File: src/rtl/nr_pkg.sv
// Shared definitions for the flag unit: flag bit positions, condition codes,
// default stack depth and the small decode helpers used by the top level.
package nr_pkg;

  localparam int NR_DEPTH_DEFAULT = 4;

  localparam int FLAG_N = 3;
  localparam int FLAG_Z = 2;
  localparam int FLAG_C = 1;
  localparam int FLAG_V = 0;

  typedef enum logic [2:0] {
    COND_AL = 3'd0,
    COND_EQ = 3'd1,
    COND_NE = 3'd2,
    COND_CS = 3'd3,
    COND_CC = 3'd4,
    COND_MI = 3'd5,
    COND_VS = 3'd6,
    COND_NV = 3'd7
  } cond_e;

  function automatic logic [3:0] alu_flags(input logic n, input logic nz,
                                           input logic c, input logic v);
    logic [3:0] f;
    f         = '0;
    f[FLAG_N] = n;
    f[FLAG_Z] = ~nz;
    f[FLAG_C] = c;
    f[FLAG_V] = v;
    return f;
  endfunction

  function automatic logic cond_take(input cond_e c, input logic [3:0] f);
    logic t;
    t = 1'b0;
    case (c)
      COND_AL: t = 1'b1;
      COND_EQ: t = f[FLAG_Z];
      COND_NE: t = ~f[FLAG_Z];
      COND_CS: t = f[FLAG_C];
      COND_CC: t = ~f[FLAG_C];
      COND_MI: t = f[FLAG_N];
      COND_VS: t = f[FLAG_V];
      default: t = 1'b0;
    endcase
    return t;
  endfunction

endpackage

File: src/rtl/nr_flag_stack.sv
// LIFO of saved flag words. Occupancy counter has no wrap-around; entries
// themselves are never reset because they are unreadable while empty.
module nr_flag_stack
  import nr_pkg::*;
#(
  parameter int DEPTH = NR_DEPTH_DEFAULT
) (
  input  logic       clk,
  input  logic       rst_n,
  input  logic       push,
  input  logic       pop,
  input  logic [3:0] din,
  output logic [3:0] dout,
  output logic       full,
  output logic       empty,
  output logic       ovf,
  output logic       unf
);

  localparam int CW = $clog2(DEPTH + 1);
  localparam int AW = (DEPTH > 1) ? $clog2(DEPTH) : 1;

  logic [3:0]    mem_q [DEPTH];
  logic [CW-1:0] count_q;
  logic [CW-1:0] count_d;
  logic [CW-1:0] top_idx;
  logic          do_push;
  logic          do_pop;

  assign full  = (count_q == CW'(DEPTH));
  assign empty = (count_q == '0);

  // Simultaneous push and pop cancel out and are not error events.
  assign do_push = push & ~pop & ~full;
  assign do_pop  = pop & ~push & ~empty;
  assign ovf     = push & ~pop & full;
  assign unf     = pop & ~push & empty;

  assign top_idx = count_q - CW'(1);
  assign dout    = empty ? 4'b0000 : mem_q[top_idx[AW-1:0]];

  always_comb begin
    count_d = count_q;
    if (do_push) begin
      count_d = count_q + CW'(1);
    end else if (do_pop) begin
      count_d = count_q - CW'(1);
    end
  end

  always_ff @(posedge clk or negedge rst_n) begin
    if (!rst_n) begin
      count_q <= '0;
    end else begin
      count_q <= count_d;
    end
  end

  always_ff @(posedge clk) begin
    if (do_push) begin
      mem_q[count_q[AW-1:0]] <= din;
    end
  end

endmodule

File: src/rtl/nr_flag_unit.sv
// Condition-flag register with direct write, ALU update, save/restore stack,
// sticky stack error and condition decode.
module nr_flag_unit
  import nr_pkg::*;
#(
  parameter int DEPTH = NR_DEPTH_DEFAULT
) (
  input  logic       clk,
  input  logic       rst_n,
  input  logic [7:0] res,
  input  logic       cmp_in,
  input  logic       cin,
  input  logic       vin,
  input  logic       upd,
  input  logic       wr,
  input  logic [3:0] wdata,
  input  logic       push,
  input  logic       pop,
  input  logic       err_clr,
  input  logic [2:0] cond,
  output logic [3:0] flags,
  output logic       take,
  output logic       full,
  output logic       empty,
  output logic       err
);

  logic [3:0] flags_q;
  logic [3:0] flags_d;
  logic       err_q;
  logic       err_d;
  logic [3:0] alu_f;
  logic [3:0] stk_dout;
  logic       stk_full;
  logic       stk_empty;
  logic       stk_ovf;
  logic       stk_unf;
  logic       pop_ok;

  // Only the sign bit of the result matters; zero comes from the compactor.
  logic unused_res;
  assign unused_res = &{1'b0, res[6:0]};

  assign alu_f  = alu_flags(res[7], cmp_in, cin, vin);
  assign pop_ok = pop & ~push & ~stk_empty;

  nr_flag_stack #(
    .DEPTH(DEPTH)
  ) u_stack (
    .clk  (clk),
    .rst_n(rst_n),
    .push (push),
    .pop  (pop),
    .din  (flags_q),
    .dout (stk_dout),
    .full (stk_full),
    .empty(stk_empty),
    .ovf  (stk_ovf),
    .unf  (stk_unf)
  );

  always_comb begin
    flags_d = flags_q;
    if (pop_ok) begin
      flags_d = stk_dout;
    end else if (wr) begin
      flags_d = wdata;
    end else if (upd) begin
      flags_d = alu_f;
    end
  end

  // A new error event in the same cycle as the clear must leave err set.
  always_comb begin
    err_d = err_q;
    if (err_clr) begin
      err_d = 1'b0;
    end
    if (stk_ovf || stk_unf) begin
      err_d = 1'b1;
    end
  end

  always_ff @(posedge clk or negedge rst_n) begin
    if (!rst_n) begin
      flags_q <= 4'b0000;
      err_q   <= 1'b0;
    end else begin
      flags_q <= flags_d;
      err_q   <= err_d;
    end
  end

  assign flags = flags_q;
  assign err   = err_q;
  assign full  = stk_full;
  assign empty = stk_empty;
  assign take  = cond_take(cond_e'(cond), flags_q);

endmodule

File: config.mk
export PLATFORM = sky130hd
export DESIGN_NAME = nr_flag_unit
export DESIGN_NICKNAME = d
export VERILOG_FILES = /design/src/rtl/nr_pkg.sv /design/src/rtl/nr_flag_stack.sv /design/src/rtl/nr_flag_unit.sv
export SDC_FILE = /design/constraint.sdc
export NUM_CORES = 1
export LEC_CHECK = 0
export CORE_UTILIZATION = 51
export DETAILED_ROUTE_END_ITERATION = 8
export GPL_TIMING_DRIVEN = 1
export PLACE_DENSITY = 0.92
export SLEW_MARGIN = 0
export SYNTH_ARGS = -nofsm -noshare
export SYNTH_HDL_FRONTEND = slang
export SYNTH_HIERARCHICAL = 1
export SYNTH_SLANG_ARGS = --single-unit
File: constraint.sdc
create_clock -name clk -period 3.05 [get_ports clk]
set_clock_uncertainty 0.15 [all_clocks]
set_input_delay 0.7625 -clock clk [delete_from_list [all_inputs] [get_ports clk]]
set_output_delay 0.7625 -clock clk [all_outputs]
set_load 0.05 [all_outputs]
==> results of run 1 <==
-- power breakdown --
part	internal (W)	total [W]	switching, W
registers	0.000441	0.000508	0.0000668
logic	0.000299	0.000659	0.000361
clock network	0.0000477	0.000136	0.0000881
-- Yosys cell counts, types with 3 or more instances --
master | number | area (um^2)
nand2_1 | 8 | 30.0
inv_1 | 6 | 22.5
mux2_4 | 3 | 45.0
nor2b_1 | 4 | 25.0
mux4_2 | 4 | 90.1
dfrtp_1 | 8 | 200
ha_1 | 6 | 75.1
edfxtp_1 | 16 | 480
and2_1 | 4 | 25.0
nor2_1 | 7 | 26.3
mux2i_1 | 5 | 50.1
-- path summary, 6_finish.rpt --
| kind | start | to | slack [ns] | cells past startpoint |
|---|---|---|---|---|
| max | cond[0] | take | 0.13 | 5 |
| min | err$_DFFE_PN0P_ | err$_DFFE_PN0P_ | 0.38 | 2 |
| max reg2reg | u_stack/count_q[1]$_DFFE_PN0P_ | flags[0]$_DFFE_PN0P_ | 0.93 | 5 |
| min reg2reg | err$_DFFE_PN0P_ | err$_DFFE_PN0P_ | 0.38 | 2 |
| max in group asynchronous | rst_n | flags[3]$_DFFE_PN0P_ | 1.92 | 1 |
| min in group asynchronous | rst_n | flags[0]$_DFFE_PN0P_ | 0.57 | 1 |
-- flip-flops by register name, summed over array words and instances (netlist names) --
signal / flops
u_stack/mem_q: 16
flags: 4
u_stack/count_q: 3
err: 1
-- metal layers --
| layer | wire length [um] | track usage |
|---|---|---|
| met5 | 0 | 0 |
| met4 | 70 | 0.122 |
| met3 | 186 | 0.0417 |
| met2 | 1090 | 0.346 |
| met1 | 984 | 0.239 |
-- worst reg2reg max path, stage by stage (launching register included) --
cell,delay [ns]
dfrtp_1,0.40
inv_1,0.10
ha_1,0.22
ha_1,0.30
or3b_1,0.52
mux2_4,0.34
-- layout make-up --
class | instances | area, um^2 | area share
flip-flops and latches | 24 | 681 | 0.437
multi-input cells | 60 | 524 | 0.337
repair buffers | 26 | 268 | 0.172
well taps | 28 | 35.0 | 0.0225
clock buffers | 3 | 22.5 | 0.0145
inverters | 6 | 22.5 | 0.0145
clock inverters | 1 | 3.75 | 0.00241
-- logic make-up after synthesis --
group                      count (synthesis)
buffers and inverters                      9
muxes                                     12
adders and majority gates                  6
AOI/OAI and AO/OA                         14
DFF                                       24
and+or+nand+nor                           27
xor gates and xnor gates                   1
-- per-stage QoR --
stage	setup WS, ns	hold WS, ns	util
floorplan	0.325	0.317	-
finish	0.129	0.382	0.690
CTS	0.0702	0.387	0.686
global route	0.0625	0.434	0.690
detailed placement	0.0768	0.366	0.675
global placement	0.116	0.368	0.675
-- placed cells by master, fill, tap and decap left out, drive strengths merged, types with 2 or more instances in the layout --
master / instances
and2: 4
o21ai: 4
edfxtp: 16
mux2i: 5
clkbuf: 3
nand2: 8
a211o: 2
clkdlybuf4s50: 22
a21oi: 3
mux2: 3
nor2: 7
inv: 6
ha: 6
mux4: 4
nor2b: 4
dfrtp: 8
buf: 3
==> flow_metrics.py, run 1 <==
metrics = {
    "placement": {
        "hpwl_mm": 1.80,
        "portBuffers": 25,
        "gp_congestion": 0.642,
        "dpl_cell_area_um2": 1520,
        "dpl.cell_count": 144,
    },
    "clock_network": {
        "root_buffer": "clkbuf_4",
        "clock-sinks": 24,
        "clk_latency_ns": 0.30,
        "tritoncts": "yes",
        "cts_htree_levels": 1,
        "post_cts.repair.setup_buffers": 0,
        "clkTransAtPathRegs_ns": 0.12,
        "numCtsBuffers": 3,
        "cts_resized": 0,
        "clk_path_buf_depth": 2,
        "postCtsHoldBufs": 0,
    },
    "global_routing": {
        "grt_pass1_wl_mm": 3.77,
        "grt_max_degree": 14,
        "gr-usage-all-layers": 0.205,
        "gr-total-overflow": 0,
        "grt_pass1_vias": 818,
        "antenna_found_initial": 0,
    },
    "timing": {
        "tns_ns": 0,
        "max_freq_mhz": 342,
        "relSlewSlack": 0.665,
        "rsz0062_at_grt": "false",
        "tightestPinTransition_ns": 0.502,
        "finalSetupViolCount": 0,
        "hold_violations": 0,
        "period_share": 0.958,
        "slew_viol_final": 0,
        "fin_crit_ns": 2.92,
    },
    "cells_and_area": {
        "stdcell_area_um2": 1560,
        "final_cells": 148,
        "fillers": 159,
        "drive_above_1_share": 0.133,
        "diodes": 0,
        "layout.nets": 152,
        "syn2layout_area_growth_pct": 24.6,
    },
    "synthesis": {
        "synth-edff-count": 16,
        "synth_top_family_by_area": "multiplexers",
        "yosys_warnings": 6,
        "postSynth.asyncResetShare": 0.333,
        "synthSimpleGateAreaFrac": 0.114,
        "synth.yosys.seq_area_share": 0.545,
        "synth_cell_types": 28,
        "synth_nets": 124,
        "synth-xor-area-share": 0.00701,
        "synth_mux_area_frac": 0.148,
        "synthAdderAreaFrac": 0.0601,
        "syn_avg_cell_area_um2": 13.4,
        "synth_ff_type": "edfxtp_1",
        "synth-seq-cells": 24,
        "synth_area_um2": 1250,
        "syn_inst": 93,
        "synth_compound_area_frac": 0.0852,
    },
    "critical_path": {
        "crit_chain": "clkdlybuf4s50_1 -> nor2_1 -> a311oi_1 -> o22ai_2 -> buf_12",
        "crit_arrival_ns": 2.01,
        "endpoint_kind": "output port",
        "crit_fanout": 5,
        "criticalPathCategory": "input port to output port",
        "critPathBufInv": 2,
        "timing.critical_path.slowest_stage_cell": "clkdlybuf4s50_1",
        "slowest_delay_ns": 0.54,
        "start_kind": "input port",
        "crit_family": "buffers and inverters",
        "cp_data_required_time_ns": 2.14,
    },
    "die": {
        "die_h_um": 51.5,
        "rows": 17,
        "dieArea_um2": 2650,
        "io_pins": 33,
        "initial_utilization": 0.554,
        "fp.dieW_um": 51.5,
        "core-area_um2": 2250,
    },
    "power_and_ir_drop": {
        "leakage_nw": 0.644,
        "ir_worst_vdd_uv": 495,
        "fin_total_pwr_w": 0.00130,
        "power_density_nw_per_um2": 837,
    },
    "worst_hold_path": {
        "worstHoldPathType": "flip-flop to flip-flop",
    },
    "status": {
        "status": "completed",
    },
    "drt": {
        "vias": 838,
        "ant_nets": 0,
        "via_per_inst": 5.66,
        "drtIter0Drc": 14,
        "routed_wl_mm": 2.33,
        "drc_errors": 0,
        "wl_per_cell_um": 15.7,
        "drtPass1Iterations": 4,
    },
    "job": {
        "maxCapViolCount": 0,
    },
}
Note: power is estimated with default switching activity, not from simulation.
==> run 2: changes to the inputs <==
SLEW_MARGIN = not set   (was 0)
==> results of run 2 <==
Same layout as run 1: the final DEF is identical, and so are final timing and power.
==> run 3: changes to the inputs <==
CORE_UTILIZATION = 35   (was 51)
PLACE_DENSITY = 0.7   (was 0.92)
==> run 3 against run 2 <==
  * Routed wire length increased by 4.8%
  * Register-to-register slack got worse by 0.27 ns
  * Sequential share of layout area decreased by 0.28 points
  * Cell area increased by 0.64%
  * Utilization decreased by 23 points
  * Worst hold slack improved by 0.0023 ns
  * Non-clock buffer count decreased by 1
==> flow_metrics.py, run 3 (synthesis results as in run 1) <==
metrics = {
    "critical_path": {
        "start_kind": "input port",
        "crit_fanout": 5,
        "crit_arrival_ns": 2.05,
        "rrSetupSlack_ns": 0.66,
        "cp_data_required_time_ns": 2.14,
        "r2r_cells": 5,
        "endpoint_kind": "output port",
        "criticalPathCategory": "input port to output port",
        "startpoint": "cond[0]",
        "r2r-end": "flags[1]$_DFFE_PN0P_",
        "regToRegStartpoint": "u_stack/count_q[0]$_DFFE_PN0P_",
        "crit_end": "take",
    },
    "drt": {
        "drtPass1Iterations": 4,
        "vias": 800,
        "wl_met2_mm": 1.26,
        "routed_wl_mm": 2.44,
        "top_layer": "met4",
        "met1_length_mm": 1.09,
        "ant_nets": 0,
        "via_per_inst": 4.85,
        "drtIter0Drc": 19,
        "drc_errors": 0,
        "wl_per_cell_um": 14.8,
        "met3_length_um": 51,
    },
    "clock_network": {
        "clk_path_buf_depth": 2,
        "tritoncts": "yes",
        "clock-sinks": 24,
        "postCtsHoldBufs": 0,
        "numCtsBuffers": 3,
        "clkTransAtPathRegs_ns": 0.12,
        "cts_resized": 0,
        "clk_latency_ns": 0.31,
        "root_buffer": "clkbuf_4",
        "post_cts.repair.setup_buffers": 0,
        "cts_htree_levels": 1,
    },
    "placement": {
        "dpl.cell_count": 161,
        "hpwl_mm": 1.86,
        "gp_congestion": 0.719,
        "portBuffers": 25,
    },
    "cells_and_area": {
        "fillers": 290,
        "final_cell_mix": "22 x clkdlybuf4s50_1, 16 x edfxtp_1, 8 x nand2_1, 8 x dfrtp_1, 7 x nor2_1",
        "layout_commonest_cell": "clkdlybuf4s50_1",
        "syn2layout_area_growth_pct": 25.5,
        "final_cells": 165,
        "diodes": 0,
        "drive_above_1_share": 0.134,
        "largest_register_ffs": 16,
        "layout.nets": 151,
    },
    "global_routing": {
        "antenna_found_initial": 0,
        "grt_pass1_wl_mm": 3.71,
        "gr-usage-all-layers": 0.141,
        "gr-total-overflow": 0,
        "grt_pass1_vias": 801,
        "grt_max_degree": 14,
    },
    "timing": {
        "tightestPinTransition_ns": 0.495,
        "slew_viol_final": 0,
        "relSlewSlack": 0.669,
        "max_freq_mhz": 337,
        "period_share": 0.972,
        "tns_ns": 0,
        "fin_crit_ns": 2.96,
        "rsz0062_at_grt": "false",
        "finalSetupViolCount": 0,
        "hold_violations": 0,
    },
    "die": {
        "fp.dieW_um": 61.7,
        "io_pins": 33,
        "initial_utilization": 0.368,
        "dieArea_um2": 3810,
        "die_h_um": 61.7,
        "rows": 21,
        "core-area_um2": 3390,
    },
    "status": {
        "status": "completed",
    },
    "power_and_ir_drop": {
        "leakage_nw": 0.625,
        "power_density_nw_per_um2": 826,
        "ir_worst_vdd_uv": 451,
    },
    "worst_hold_path": {
        "worstHoldPathType": "flip-flop to flip-flop",
    },
    "job": {
        "maxCapViolCount": 0,
    },
}
run 3: cell types whose count changed in the layout (fill, tap and decap cells not counted), sizes merged:
cell and change:
dlymetal6s2s -1
run 3: final cells by class:
class / instances / area (um^2) / area share
clock buffers: 3 / 22.5 / 0.0144
clock inverters: 1 / 3.75 / 0.00240
inverters: 6 / 22.5 / 0.0144
multi-input cells: 60 / 524 / 0.335
flip-flops and latches: 24 / 681 / 0.435
well taps: 46 / 57.6 / 0.0367
repair buffers: 25 / 255 / 0.163
run 3: worst max-delay path, cell delays in order:
cell	delay, ns
clkdlybuf4s50_1	0.55
nand2_1	0.07
o221a_1	0.26
o22ai_2	0.22
buf_12	0.17
run 3: through the flow:
step                      utilization  hold slack [ns]  power [W]  setup slack [ns]  cell area, um^2
after global routing            0.462            0.413    0.00138            0.0410             1570
after detailed placement        0.453            0.371    0.00117            0.0112             1530
after floorplan                     -            0.317   0.000981             0.325             1250
after CTS                       0.460            0.389    0.00131           0.00111             1560
after global placement          0.453            0.369    0.00114             0.130             1530
final                           0.462            0.385    0.00129            0.0855             1570
run 3: worst min-delay path by stage:
stage | start | endpoint | slack [ns] | cells past startpoint
4_1_cts | err$_DFFE_PN0P_ | err$_DFFE_PN0P_ | 0.39 | 2
3_5_place_dp | err$_DFFE_PN0P_ | err$_DFFE_PN0P_ | 0.37 | 2
5_1_grt | err$_DFFE_PN0P_ | err$_DFFE_PN0P_ | 0.41 | 2
6_report | err$_DFFE_PN0P_ | err$_DFFE_PN0P_ | 0.38 | 2
3_3_place_gp | err$_DFFE_PN0P_ | err$_DFFE_PN0P_ | 0.37 | 2
2_1_floorplan | rst_n | err$_DFFE_PN0P_ | 0.32 | 0
run 3: routing by layer:
layer,vias to the layer above,GRT usage
met5,-,0
met4,0,0.0571
met3,4,0.0393
met2,10,0.226
met1,394,0.181
li1,392,-
run 3: power by group:
part	internal [W]	leakage, nW	switching (W)	total, W
Clock	0.0000478	0.0154	0.0000898	0.000138
Combinational	0.000286	0.369	0.000341	0.000626
Sequential	0.000441	0.241	0.0000887	0.000529
Total	0.000774	0.625	0.000519	0.00129
